--- src/rtl/hour12_to24_setter.sv ---
// ---------------------------------------------------------------------------
// hour12_to24_setter
//
// Time-set controller for a clock that displays in 12-hour mode. The user
// edits the hour as 01..12 BCD plus an AM/PM flag. On confirm, the edit is
// converted to a 24-hour BCD hour (00..23) and written to the hour counter
// with a one-cycle strobe.
//
// Ports
//   clk          system clock, rising edge
//   rst_n        asynchronous active-low reset
//   hour_cur     current 24h BCD hour from the counter (8'h00..8'h23)
//   set_req      rising edge enters edit, or abandons an edit in progress
//   key_up       rising edge: hour +1
//   key_down     rising edge: hour -1
//   key_ampm     rising edge: toggle AM/PM
//   key_ok       rising edge: commit the edit
//   hour12_disp  hour being shown, 12h BCD (8'h01..8'h12)
//   pm_disp      1 = PM for the hour being shown
//   editing      1 while loading or editing
//   hour24_out   committed 24h BCD hour, held between commits
//   hour24_wr    one-cycle write strobe, hour24_out valid in that cycle
// ---------------------------------------------------------------------------
module hour12_to24_setter #(
   parameter int TIMEOUT_CYCLES = 1000,
   parameter int TW             = 10
) (
   input  logic       clk,
   input  logic       rst_n,
   input  logic [7:0] hour_cur,
   input  logic       set_req,
   input  logic       key_up,
   input  logic       key_down,
   input  logic       key_ampm,
   input  logic       key_ok,
   output logic [7:0] hour12_disp,
   output logic       pm_disp,
   output logic       editing,
   output logic [7:0] hour24_out,
   output logic       hour24_wr
);

   localparam int NKEYS  = 5;
   localparam int K_SET  = 0;
   localparam int K_UP   = 1;
   localparam int K_DOWN = 2;
   localparam int K_AMPM = 3;
   localparam int K_OK   = 4;

   typedef enum logic [1:0] {S_IDLE, S_LOAD, S_EDIT, S_COMMIT} state_t;

   state_t           state_reg;
   logic [NKEYS-1:0] key_in;
   logic [NKEYS-1:0] key_prev_reg;
   logic [NKEYS-1:0] key_edge;
   logic [7:0]       h12_reg;
   logic             pm_reg;
   logic [7:0]       h12_next;
   logic             pm_next;
   logic [TW-1:0]    timeout_reg;
   logic [8:0]       cur_h12;
   logic [8:0]       up_res;
   logic [8:0]       down_res;

   assign key_in = {key_ok, key_ampm, key_down, key_up, set_req};

   // One rising-edge detector per key; a held key yields a single edge.
   generate
      for (genvar gi = 0; gi < NKEYS; gi++) begin : g_edge
         assign key_edge[gi] = key_in[gi] & ~key_prev_reg[gi];
      end
   endgenerate

   // 24h BCD -> {pm, 12h BCD}. Anything that is not a legal 00..23 BCD hour
   // shows as 12/AM, which is also what midnight maps to.
   function automatic logic [8:0] to_h12(input logic [7:0] h24);
      logic [3:0] tens;
      logic [3:0] ones;
      tens = h24[7:4];
      ones = h24[3:0];
      if (ones > 4'd9 || h24 > 8'h23) return {1'b0, 8'h12};
      if (h24 == 8'h00)               return {1'b0, 8'h12};
      if (h24 < 8'h12)                return {1'b0, h24};
      if (h24 == 8'h12)               return {1'b1, 8'h12};
      // 13..23: BCD subtract 12 with decimal borrow
      if (ones >= 4'd2)               return {1'b1, tens - 4'd1, ones - 4'd2};
      return {1'b1, tens - 4'd2, ones + 4'd8};
   endfunction

   // {12h BCD, pm} -> 24h BCD using a decimal add of 12 for PM hours.
   function automatic logic [7:0] to_h24(input logic [7:0] h12, input logic pm);
      if (!pm)                return (h12 == 8'h12) ? 8'h00 : h12;
      if (h12 == 8'h12)       return 8'h12;
      if (h12[3:0] >= 4'd8)   return {h12[7:4] + 4'd2, h12[3:0] - 4'd8};
      return {h12[7:4] + 4'd1, h12[3:0] + 4'd2};
   endfunction

   // Returns {pm_toggle, next hour}. Crossing 11<->12 flips AM/PM.
   function automatic logic [8:0] bcd_up(input logic [7:0] h12);
      if (h12 == 8'h12)      return {1'b0, 8'h01};
      if (h12 == 8'h11)      return {1'b1, 8'h12};
      if (h12[3:0] == 4'd9)  return {1'b0, h12[7:4] + 4'd1, 4'd0};
      return {1'b0, h12[7:4], h12[3:0] + 4'd1};
   endfunction

   function automatic logic [8:0] bcd_down(input logic [7:0] h12);
      if (h12 == 8'h12)      return {1'b1, 8'h11};
      if (h12 == 8'h01)      return {1'b0, 8'h12};
      if (h12[3:0] == 4'd0)  return {1'b0, h12[7:4] - 4'd1, 4'd9};
      return {1'b0, h12[7:4], h12[3:0] - 4'd1};
   endfunction

   assign cur_h12  = to_h12(hour_cur);
   assign up_res   = bcd_up(h12_reg);
   assign down_res = bcd_down(h12_reg);

   // Edit-value update for the non-exit keys, priority up > down > ampm.
   always_comb begin
      h12_next = h12_reg;
      pm_next  = pm_reg;
      if (key_edge[K_UP]) begin
         h12_next = up_res[7:0];
         pm_next  = pm_reg ^ up_res[8];
      end else if (key_edge[K_DOWN]) begin
         h12_next = down_res[7:0];
         pm_next  = pm_reg ^ down_res[8];
      end else if (key_edge[K_AMPM]) begin
         pm_next  = ~pm_reg;
      end
   end

   always_ff @(posedge clk or negedge rst_n) begin
      if (!rst_n) begin
         state_reg    <= S_IDLE;
         key_prev_reg <= '0;
         h12_reg      <= 8'h12;
         pm_reg       <= 1'b0;
         timeout_reg  <= '0;
         hour12_disp  <= 8'h12;
         pm_disp      <= 1'b0;
         editing      <= 1'b0;
         hour24_out   <= 8'h00;
         hour24_wr    <= 1'b0;
      end else begin
         // Previous values track every cycle, so edges arriving in LOAD or
         // COMMIT are consumed without effect.
         key_prev_reg <= key_in;
         hour24_wr    <= 1'b0;

         case (state_reg)
            S_IDLE: begin
               {pm_disp, hour12_disp} <= cur_h12;
               if (key_edge[K_SET]) begin
                  state_reg <= S_LOAD;
                  editing   <= 1'b1;
               end
            end

            S_LOAD: begin
               {pm_reg, h12_reg}      <= cur_h12;
               {pm_disp, hour12_disp} <= cur_h12;
               timeout_reg            <= '0;
               state_reg              <= S_EDIT;
            end

            S_EDIT: begin
               if (key_edge[K_SET]) begin
                  state_reg <= S_IDLE;
                  editing   <= 1'b0;
               end else if (key_edge[K_OK]) begin
                  // Strobe is raised on entry so it is high exactly while in COMMIT.
                  state_reg  <= S_COMMIT;
                  editing    <= 1'b0;
                  hour24_out <= to_h24(h12_reg, pm_reg);
                  hour24_wr  <= 1'b1;
               end else begin
                  h12_reg     <= h12_next;
                  pm_reg      <= pm_next;
                  hour12_disp <= h12_next;
                  pm_disp     <= pm_next;
               end

               if (key_edge != '0) begin
                  timeout_reg <= '0;
               end else if (timeout_reg == TW'(TIMEOUT_CYCLES - 1)) begin
                  timeout_reg <= '0;
                  state_reg   <= S_IDLE;
                  editing     <= 1'b0;
               end else begin
                  timeout_reg <= timeout_reg + 1'b1;
               end
            end

            S_COMMIT: begin
               state_reg <= S_IDLE;
            end

            default: begin
               state_reg <= S_IDLE;
               editing   <= 1'b0;
            end
         endcase
      end
   end

endmodule

--- config.mk ---
export PLATFORM = sky130hd
export DESIGN_NAME = hour12_to24_setter
export DESIGN_NICKNAME = d
export VERILOG_FILES = /design/src/rtl/hour12_to24_setter.sv
export SDC_FILE = /design/constraint.sdc
export NUM_CORES = 1
export LEC_CHECK = 0
export ABC_AREA = 1
export CORE_ASPECT_RATIO = 1.4
export CORE_UTILIZATION = 40
export DETAILED_ROUTE_END_ITERATION = 6
export HOLD_SLACK_MARGIN = 0.05
export PLACE_DENSITY_LB_ADDON = 0.1
export SYNTH_ARGS = -nofsm -noshare
export SYNTH_HDL_FRONTEND = slang
export SYNTH_SLANG_ARGS = --single-unit
--- constraint.sdc ---
create_clock -name clk -period 2.3 [get_ports clk]
set_input_delay 0.345 -clock clk [delete_from_list [all_inputs] [get_ports clk]]
set_output_delay 0.345 -clock clk [all_outputs]
set_load 0.01 [all_outputs]
==> results.sh <==
export IMPL_crit_family="flip-flops"
export IMPL_row_count=39
export IMPL_wl_um=8140
export IMPL_fillCellCount=818
export IMPL_crit_required_ns=2.53
export IMPL_synth_avg_cell_area_um2=7.10
export IMPL_rsz0062_at_grt="no"
export IMPL_stdcell_count=611
export IMPL_crit_slowest_cell="dfstp_2"
export IMPL_min_period_ns=1.96
export IMPL_p_sw_share_pct=44.6
export IMPL_critPathMaxFanout=11
export IMPL_grt_max_degree=25
export IMPL_hold_ws_ns=0.0467
export IMPL_die_w_um=79.3
export IMPL_drt_pre_antenna_iters=4
export IMPL_post_cts_setup_buffers=0
export IMPL_io_pins=34
export IMPL_place_area_um2=3780
export IMPL_synth_warnings=0
export IMPL_htree_levels=2
export IMPL_cts_inserted_buffers=5
export IMPL_clock_fmax_ghz=0.510
export IMPL_clk_path_buf_depth=2
export IMPL_largest_reg_flops=10
export IMPL_postCtsHoldBufs=0
export IMPL_mostFrequentLayoutCells="nand2_1 (154), inv_1 (53), dfrtp_1 (41)"
export IMPL_synth_area_um2=3340
export IMPL_post_drt_wl_per_cell_um=13.3
export IMPL_finalNetCount=548
export IMPL_grt_pass1_wl_um=13600
export IMPL_drcViolationCount=0
export IMPL_end_kind="flip-flop"
export IMPL_switching_power_mw=1.78
export IMPL_clkLatencyLatePin_ns=0.29
export IMPL_worstSetupStartpoint="h12_reg[4]"
export IMPL_slew_headroom_pct=60.5
export IMPL_tightestPinTransition_ns=0.593
export IMPL_outcome="complete, no violations"
export IMPL_drtIter0Drc=225
export IMPL_clock_sinks=45
export IMPL_ys_seq_area_share_pct=33.8
export IMPL_final_setup_viol_count=0
export IMPL_vias_per_cell=4.98
export IMPL_hold_viol_final=0
export IMPL_fp_dieArea_um2=8730
export IMPL_post_cts_resized=0
export IMPL_hold_path_class="in -> async"
export IMPL_maxSlewViolCount=0
export IMPL_combPwrFrac_pct=50.2
export IMPL_worst_setup_path_type="reg -> reg"
export IMPL_antenna_found_initial=0
export IMPL_diodes=0
export IMPL_synthToLayoutAreaGrowth_pct=17.4
export IMPL_dpl_hpwl_um=6410
export IMPL_period_share_pct=85.2
export IMPL_tritoncts="done"
export IMPL_ys_seq_elements=45
export IMPL_grt_overflow=0
export IMPL_arrival_ns=2.19
export IMPL_clk_pin_slew_ns=0.06
export IMPL_total_power_mw=4.00
export IMPL_p_clk_share_pct=18.0
export IMPL_post_place_ws_ns=0.101
export IMPL_finClkSkew_ns=0.00479
export IMPL_p_int_mw=2.22
export IMPL_synthDistinctLibCells=37
export IMPL_pwr_share_seq_pct=31.8
export IMPL_p_per_area_nw_per_um2=1020
export IMPL_worstPathCellList="inv_1 > ha_1 > nand3_1 > nand2_1 > nor2_1 > nand3_1 > nand3_1 > nand2_1 > nand2_1 > nand2_1 > nand2_1"
export IMPL_core_area_um2=8150
export IMPL_max_stage_delay_ns=0.68
export IMPL_die_h_um=110
export IMPL_r2r_start="h12_reg[4]"
export IMPL_initial_core_util_pct=41.0
export IMPL_final_common_cell="nand2_1"
export IMPL_static_leakage_power_nw=1.98
export IMPL_final_util_pct=48.2
export IMPL_num_vias=3040
export IMPL_grt_pass1_vias=2901
export IMPL_drive_gt1_share_pct=8.64
export IMPL_cts_root_buf="clkbuf_16"
export IMPL_design_area_um2=3930
export IMPL_place_congestion=0.923
export IMPL_finalSetupTns_ns=0
export IMPL_gr_usage_all_layers_pct=20.0
export IMPL_portBuffers=33
export IMPL_cpMostUsedCell="nand2_1"
export IMPL_crit_path_start_kind="flip-flop"
export IMPL_crit_buf_inv=1
export IMPL_synth_fp_nets=511
export IMPL_drv_cap=0
export IMPL_vdd_drop_max_v=0.000374
export IMPL_ant_nets=0
export IMPL_setup_slack_ns=0.341
export IMPL_place_inst=603
export IMPL_netlist_instances=471
## cell families after synthesis
logic type | count (synthesis) | share of synthesized area (%)
buf+inv | 69 | 9.13
fa+ha+maj | 25 | 9.36
compound gates | 55 | 9.54
flops | 45 | 33.8
xor+xnor | 16 | 4.19
simple gates | 261 | 33.9
## cells in the mapped netlist (all sizes together)
cell type,n,area [um^2]
nand2,159,614
inv,57,214
nor2,47,221
dfrtp,41,1030
nand3,36,180
ha,25,313
o21ai,21,105
a21oi,20,111
xor2,11,96.3
buf,10,82.6
nand4,10,62.6
nor3,5,30.0
o211ai,5,37.5
xnor2,5,43.8
dfstp,4,105
o22ai,3,18.8
a31oi,2,12.5
or2,2,12.5
a22o,1,8.76
clkbuf,1,5.00
clkinv,1,3.75
nor3b,1,7.51
nor4,1,6.26
o2111ai,1,8.76
o221ai,1,8.76
o31ai,1,7.51
## power groups by stage
stage / logic (mW) / registers [mW] / clock network, mW
after floorplan: 1.46 / 1.21 / 0
after global placement: 2.00 / 1.28 / 0
after detailed placement: 2.01 / 1.29 / 0
after CTS: 2.02 / 1.28 / 0.742
after global routing: 2.27 / 1.30 / 0.762
final: 2.01 / 1.27 / 0.719
## final cells by class
| class | instances | area, um^2 | share of cell area [%] |
|---|---|---|---|
| multi-input cells | 357 | 1910 | 48.6 |
| inverters | 58 | 218 | 5.55 |
| flip-flops and latches | 45 | 1130 | 28.8 |
| clock buffers | 6 | 129 | 3.28 |
| clock inverters | 2 | 15.0 | 0.383 |
| repair buffers | 41 | 398 | 10.1 |
| well taps | 102 | 128 | 3.25 |
## metal layers
metal,GRT usage (%),wire (um),vias to the layer above
met1,23.5,3470,1389
met4,8.83,196,0
li1,-,-,1578
met3,2.72,212,13
met5,0,0,-
met2,36.1,4270,60
## final timing paths
check	end	slack [ns]	cells past startpoint
worst max-delay path	hour12_disp[5]	0.34	11
max in group asynchronous	timeout_reg[0]	1.71	2
worst min-delay path	key_prev_reg[2]	0.05	1
worst max register to register	hour12_disp[5]	0.34	11
min in group clk	hour12_disp[4]	0.47	2
worst min register to register	hour12_disp[4]	0.47	2
Note: power is estimated with default switching activity, not from simulation.
